==> src/rtl/ula_pkg.sv <==
// ula_pkg: operation codes and control-state encoding shared by the multi-cycle ALU
package ula_pkg;
  localparam logic [2:0] OP_ADD = 3'b000;
  localparam logic [2:0] OP_SUB = 3'b001;
  localparam logic [2:0] OP_SLT = 3'b010;
  localparam logic [2:0] OP_AND = 3'b011;
  localparam logic [2:0] OP_OR  = 3'b100;
  localparam logic [2:0] OP_SLL = 3'b101;
  localparam logic [2:0] OP_MUL = 3'b110;
  localparam logic [2:0] OP_INV = 3'b111;
  typedef enum logic [1:0] {OCIOSO = 2'd0, CALCULA = 2'd1, FIM = 2'd2} estado_t;
endpackage

==> src/rtl/ula_mult_seq.sv <==
// ula_mult_seq: iterative signed shift-add multiplier; carregar does bit 0, each passo one more bit
// With ULA_OVERFLOW_EN the full 2*LARGURA product is kept, otherwise only the low LARGURA bits.
module ula_mult_seq #(
  parameter int LARGURA = 8,
`ifdef ULA_OVERFLOW_EN
  localparam int PW = 2 * LARGURA
`else
  localparam int PW = LARGURA
`endif
) (
  input  logic                      clock,
  input  logic                      reset,
  input  logic                      carregar,
  input  logic signed [LARGURA-1:0] A,
  input  logic signed [LARGURA-1:0] B,
  input  logic                      passo,
  output logic [PW-1:0]             produto
);
  logic [PW-1:0] acc_q, acc_d, a_q, a_d;
  logic [LARGURA-1:0] b_q, b_d, m_q, m_d;
  // the multiplier MSB carries negative weight, so the last bit subtracts
  always_comb begin
    acc_d = acc_q;
    a_d = a_q;
    b_d = b_q;
    m_d = m_q;
    if (carregar) begin
      acc_d = B[0] ? PW'(A) : '0;
      a_d = PW'(A) << 1;
      b_d = B >> 1;
      m_d = LARGURA'(2);
    end else if (passo) begin
      acc_d = b_q[0] ? (m_q[LARGURA-1] ? acc_q - a_q : acc_q + a_q) : acc_q;
      a_d = a_q << 1;
      b_d = b_q >> 1;
      m_d = m_q << 1;
    end
  end
  always_ff @(posedge clock or posedge reset) begin
    if (reset) begin
      acc_q <= '0;
      a_q <= '0;
      b_q <= '0;
      m_q <= '0;
    end else begin
      acc_q <= acc_d;
      a_q <= a_d;
      b_q <= b_d;
      m_q <= m_d;
    end
  end
  assign produto = acc_q;
endmodule

==> src/rtl/ula_multiciclo.sv <==
// ula_multiciclo: registered ALU with start/done handshake and multi-cycle sll/mul
// Define ULA_OVERFLOW_EN to add the Overflow output.
module ula_multiciclo import ula_pkg::*; #(
  parameter int LARGURA = 8,
  parameter int SHW = $clog2(LARGURA)
) (
  input  logic                      clock,
  input  logic                      reset,
  input  logic                      inicio,
  input  logic [2:0]                ULAOp,
  input  logic signed [LARGURA-1:0] Operando1,
  input  logic signed [LARGURA-1:0] Operando2,
  output logic                      ocupado,
  output logic                      pronto,
  output logic                      Zero,
  output logic [LARGURA-1:0]        SaidaULA
`ifdef ULA_OVERFLOW_EN
  ,
  output logic                      Overflow
`endif
);
  localparam int CW = SHW + 1;
`ifdef ULA_OVERFLOW_EN
  localparam int PW = 2 * LARGURA;
`else
  localparam int PW = LARGURA;
`endif
  localparam int M = LARGURA - 1;
  estado_t estado_q, estado_d;
  logic [2:0] op_q, op_d;
  logic [LARGURA-1:0] sh_q, sh_d, res_q, res_d, soma, dif, imm, fim_res;
  logic [CW-1:0] cnt_q, cnt_d;
  logic zero_q, zero_d, pronto_q, pronto_d, ocup_q, ocup_d, aceita, carregar, passo;
  logic [PW-1:0] produto;
`ifdef ULA_OVERFLOW_EN
  logic ov_q, ov_d, ov_imm, ov_mul;
`endif
  ula_mult_seq #(.LARGURA(LARGURA)) u_mult (
    .clock(clock),
    .reset(reset),
    .carregar(carregar),
    .A(Operando1),
    .B(Operando2),
    .passo(passo),
    .produto(produto)
  );
  always_comb begin
    soma = Operando1 + Operando2;
    dif = Operando1 - Operando2;
    imm = ULAOp == OP_ADD ? soma :
          ULAOp == OP_SUB ? dif :
          ULAOp == OP_SLT ? LARGURA'(Operando1 < Operando2) :
          ULAOp == OP_AND ? Operando1 & Operando2 :
          ULAOp == OP_OR  ? Operando1 | Operando2 :
          ULAOp == OP_SLL ? Operando1 : '0;
    fim_res = op_q == OP_MUL ? produto[LARGURA-1:0] : sh_q << 1;
    aceita = inicio && estado_q != CALCULA;
`ifdef ULA_OVERFLOW_EN
    ov_imm = ULAOp == OP_ADD ? (Operando1[M] == Operando2[M] && soma[M] != Operando1[M]) :
             ULAOp == OP_SUB ? (Operando1[M] != Operando2[M] && dif[M] != Operando1[M]) : 1'b0;
    ov_mul = !(&produto[PW-1:M]) && |produto[PW-1:M];
    ov_d = ov_q;
`endif
    estado_d = estado_q;
    op_d = op_q;
    sh_d = sh_q;
    cnt_d = cnt_q;
    res_d = res_q;
    zero_d = zero_q;
    pronto_d = 1'b0;
    ocup_d = 1'b0;
    carregar = 1'b0;
    passo = 1'b0;
    if (aceita) begin
      op_d = ULAOp;
      sh_d = Operando1;
      if (ULAOp == OP_MUL) begin
        carregar = 1'b1;
        cnt_d = CW'(LARGURA);
        estado_d = CALCULA;
        ocup_d = 1'b1;
      end else if (ULAOp == OP_SLL && Operando2[SHW-1:0] != '0) begin
        cnt_d = CW'(Operando2[SHW-1:0]);
        estado_d = CALCULA;
        ocup_d = 1'b1;
      end else begin
        estado_d = FIM;
        pronto_d = 1'b1;
        res_d = imm;
        zero_d = ULAOp != OP_INV && imm == '0;
`ifdef ULA_OVERFLOW_EN
        ov_d = ov_imm;
`endif
      end
    end else if (estado_q == CALCULA) begin
      cnt_d = cnt_q - CW'(1);
      sh_d = sh_q << 1;
      passo = op_q == OP_MUL && cnt_q != CW'(1);
      if (cnt_q == CW'(1)) begin
        estado_d = FIM;
        pronto_d = 1'b1;
        res_d = fim_res;
        zero_d = fim_res == '0;
`ifdef ULA_OVERFLOW_EN
        ov_d = op_q == OP_MUL && ov_mul;
`endif
      end else begin
        ocup_d = 1'b1;
      end
    end else if (estado_q == FIM) begin
      estado_d = OCIOSO;
    end
  end
  always_ff @(posedge clock or posedge reset) begin
    if (reset) begin
      estado_q <= OCIOSO;
      op_q <= '0;
      sh_q <= '0;
      cnt_q <= '0;
      res_q <= '0;
      zero_q <= 1'b0;
      pronto_q <= 1'b0;
      ocup_q <= 1'b0;
`ifdef ULA_OVERFLOW_EN
      ov_q <= 1'b0;
`endif
    end else begin
      estado_q <= estado_d;
      op_q <= op_d;
      sh_q <= sh_d;
      cnt_q <= cnt_d;
      res_q <= res_d;
      zero_q <= zero_d;
      pronto_q <= pronto_d;
      ocup_q <= ocup_d;
`ifdef ULA_OVERFLOW_EN
      ov_q <= ov_d;
`endif
    end
  end
  assign ocupado = ocup_q;
  assign pronto = pronto_q;
  assign Zero = zero_q;
  assign SaidaULA = res_q;
`ifdef ULA_OVERFLOW_EN
  assign Overflow = ov_q;
`endif
endmodule

==> config.mk <==
export PLATFORM = sky130hd
export DESIGN_NAME = ula_multiciclo
export DESIGN_NICKNAME = d
export VERILOG_FILES = /design/src/rtl/ula_pkg.sv /design/src/rtl/ula_mult_seq.sv /design/src/rtl/ula_multiciclo.sv
export SDC_FILE = /design/constraint.sdc
export NUM_CORES = 1
export LEC_CHECK = 0
export ABC_AREA = 1
export BUFFER_PORTS_ARGS = -buffer_cell sky130_fd_sc_hd__buf_4
export CAP_MARGIN = 20
export CORE_MARGIN = 4
export CORE_UTILIZATION = 35
export CTS_CLUSTER_SIZE = 30
export DETAILED_ROUTE_END_ITERATION = 6
export SLEW_MARGIN = 10
export SYNTH_ARGS = -nofsm -noshare
export SYNTH_HDL_FRONTEND = slang
export SYNTH_SLANG_ARGS = --single-unit
==> constraint.sdc <==
create_clock -name clock -period 2.5 [get_ports clock]
set_input_delay 0.25 -clock clock [delete_from_list [all_inputs] [get_ports clock]]
set_output_delay 0.25 -clock clock [all_outputs]
set_load 0.05 [all_outputs]
==> flow_metrics.tcl <==
set metrics [dict create \
    irDropWorstVdd_mv 0.352 \
    drt-initial-drc-count 281 \
    finalClockSkew_ns 0.00832 \
    crit_top_cell "nand2_1" \
    wl_mm 11.7 \
    dp.cells 780 \
    synth-seq-cells 56 \
    grt-ovfl-total 0 \
    fill_cells 1260 \
    slew_headroom 0.511 \
    place_congestion 0.904 \
    syn_avg_cell_area_sq_um 7.36 \
    finalNonFillerCells 794 \
    synth_area_leader_cell "dfrtp_1" \
    vias_per_cell 5.04 \
    reg2reg_to "u_mult.produto[7]$_DFFE_PP0P_" \
    vias 3998 \
    cellPowerDensity_nw_per_um2 802 \
    insertion_delay_ns 0.29 \
    core_sq_um 12100 \
    worstMarginPinSlew_ns 0.734 \
    finalSetupViolCount 0 \
    clock_path_buffers 2 \
    routedWlPerCell_microns 14.7 \
    hold_class "in2async" \
    ys_seq_area_frac 0.322 \
    synth-edff-count 0 \
    synth_area_leaders "dfrtp_1, nand2_1, ha_1, inv_1, nand3_1" \
    num_antenna_cells 0 \
    reg2reg_slack_ns 0.14 \
    tritoncts "done" \
    grt_usage 0.164 \
    leakage_nw 2.49 \
    max_cap_viol_count 0 \
    htreeDepth 2 \
    synth_cell_types 46 \
    drc_errors 0 \
    die_h_microns 119 \
    dr.pass1.iters 5 \
    run_status "finished, final reports clean" \
    fin_nets 683 \
    fin_crit_sh 0.944 \
    rsz0062_at_grt "true" \
    die_x_microns 119 \
    post-dp-hpwl_mm 9.00 \
    yosysWarnings 0 \
    drtAntennaViolNets 0 \
    synth_nets 649 \
    drive_gt1_frac 0.165 \
    row_count 40 \
    ios 33 \
    yosys_most_used_dff "dfrtp_1" \
    initial_core_util 0.360 \
    worstSetupEndpointType "flip-flop" \
    grt_start_max_net_pins 57 \
    syn_inst 591 \
    grt_pass1_wl_mm 19.1 \
    crit_type "reg2reg" \
    io_buffers 32 \
    cp_slowest_cell "dfrtp_1" \
    final_cell_mix "nand2_1, inv_1, dfrtp_1" \
    numCtsBuffers 5 \
    areaGrowthSynthToFinish_pct 13.9 \
    netlist.area_leader.share 0.322 \
    startpoint_type "flip-flop" \
    hold_viol 0 \
    cts_num_sinks 56 \
    cts_root_buffer "clkbuf_16" \
    finalMaxSlewViolations 0 \
    crit_path_max_incr_delay_ns 0.41 \
    reg2reg_from "u_mult.a_q[1]$_DFFE_PP0N_" \
    arrival_ns 2.58 \
    antenna_found_initial 0 \
    cp.required_ns 2.72 \
    fin_tns_setup_ns 0 \
    period_needed_ns 2.36 \
    crit_chain "buf_4 > buf_4 > nor3_2 > nand2_1 > nand2_1 > xor2_1 > inv_1 > ha_1 > nand4_1 > o221ai_1 > xor2_1 > nand2_1 > a21oi_1" \
    max_freq_mhz 424 \
    final_common_cell "nand2_1" \
    first_global_vias 3710 \
    clkTransAtPathRegs_ns 0.07 \
    crit_fanout 5 \
    synth_area_sq_um 4350 \
    ys_async_sr_fraction 1.00 \
    die_area_sq_um 14300 \
    reg2reg_depth 13 \
]
[cells by family after synthesis]
kind of cell | after synthesis | share of synthesized area
buffers and inverters | 112 | 0.107
DFF | 56 | 0.322
adders and majority gates | 36 | 0.107
and+or+nand+nor | 253 | 0.271
xor gates and xnor gates | 9 | 0.0181
AOI/OAI and AO/OA | 125 | 0.174
[critical path, delay by kind of cell (launching register included)]
kind / cells / cell delay [ns]
buf+inv: 3 / 0.34
flops: 1 / 0.41
simple gates: 5 / 0.54
fa+ha+maj: 1 / 0.34
compound gates: 2 / 0.34
xor+xnor: 2 / 0.34
[metal layers]
| metal | GRT usage | up-vias | wire length, microns | part of all wire |
|---|---|---|---|---|
| met3 | 0.0271 | 4 | 540 | 0.046 |
| li1 | - | 2017 | - | - |
| met5 | 0 | - | 0 | 0 |
| met2 | 0.259 | 97 | 5260 | 0.45 |
| met1 | 0.240 | 1880 | 5850 | 0.50 |
| met4 | 0.0251 | 0 | 50 | 0.0043 |
[layout make-up]
cell class	instances	area, sq um	share of cell area
Inverter	96	367	0.0740
Timing Repair Buffer	43	323	0.0652
Clock inverter	1	7.51	0.00152
Sequential cell	56	1400	0.283
Multi-Input combinational cell	423	2500	0.505
Tap cell	168	210	0.0424
Clock buffer	7	143	0.0288
[worst max-delay path by stage]
stage                                         start                       endpoint  slack [ns]  cells past startpoint
after floorplan           u_mult.a_q[1]$_DFFE_PP0N_  u_mult.produto[6]$_DFFE_PP0P_        0.37                     16
after global placement    u_mult.a_q[1]$_DFFE_PP0N_  u_mult.produto[6]$_DFFE_PP0P_        0.23                     16
after detailed placement  u_mult.a_q[1]$_DFFE_PP0N_  u_mult.produto[6]$_DFFE_PP0P_        0.13                     16
after CTS                 u_mult.a_q[1]$_DFFE_PP0N_  u_mult.produto[6]$_DFFE_PP0P_        0.11                     16
after global routing      u_mult.a_q[1]$_DFFE_PP0N_  u_mult.produto[6]$_DFFE_PP0P_       -0.04                     16
final                     u_mult.a_q[1]$_DFFE_PP0N_  u_mult.produto[7]$_DFFE_PP0P_        0.14                     13
[state kept, by name (all words and copies together) (netlist names)]
name / count
Zero: 1
cnt_q: 4
SaidaULA: 8
pronto: 1
sh_q: 7
estado_q: 2
u_mult.b_q: 7
op_q: 3
u_mult.m_q: 7
u_mult.a_q: 7
ocupado: 1
u_mult.produto: 8
[synth_stat cells (4+ instances only)]
cell type / instances
xor2_1: 8
o221ai_1: 13
o21ai_0: 35
inv_1: 79
inv_2: 14
o21ai_1: 11
nand2_2: 7
nand4_1: 10
dfrtp_1: 56
nor2_2: 4
buf_2: 10
nor2_4: 5
ha_1: 34
o22ai_1: 11
nand3b_1: 4
nor2_1: 34
a21oi_1: 35
nand3_1: 48
nand2_1: 125
o211ai_1: 4
[timing repair]
action | 4_1_cts | 5_1_grt
setup endpoints to repair | 0 | 3
hold buffers | 0 | 0
gates resized for setup | 0 | 8
setup buffers | 0 | 6
[power by group]
group | total (mW) | leakage, nW | internal [mW] | switching (mW)
logic | 1.93 | 1.73 | 0.758 | 1.17
registers | 1.32 | 0.687 | 1.14 | 0.176
clock network | 0.726 | 0.0701 | 0.400 | 0.325
[metrics by stage]
stage,util,power [mW],area (sq um),hold WS [ns],setup slack (ns)
floorplan,-,2.71,4350,0.392,0.373
global placement,0.393,3.11,4740,0.468,0.233
detailed placement,0.393,3.15,4740,0.477,0.130
global route,0.411,4.30,4950,0.249,-0.0368
CTS,0.405,3.89,4890,0.207,0.110
finish,0.411,3.97,4950,0.168,0.140
No activity file was read; power rests on OpenSTA's default activity.
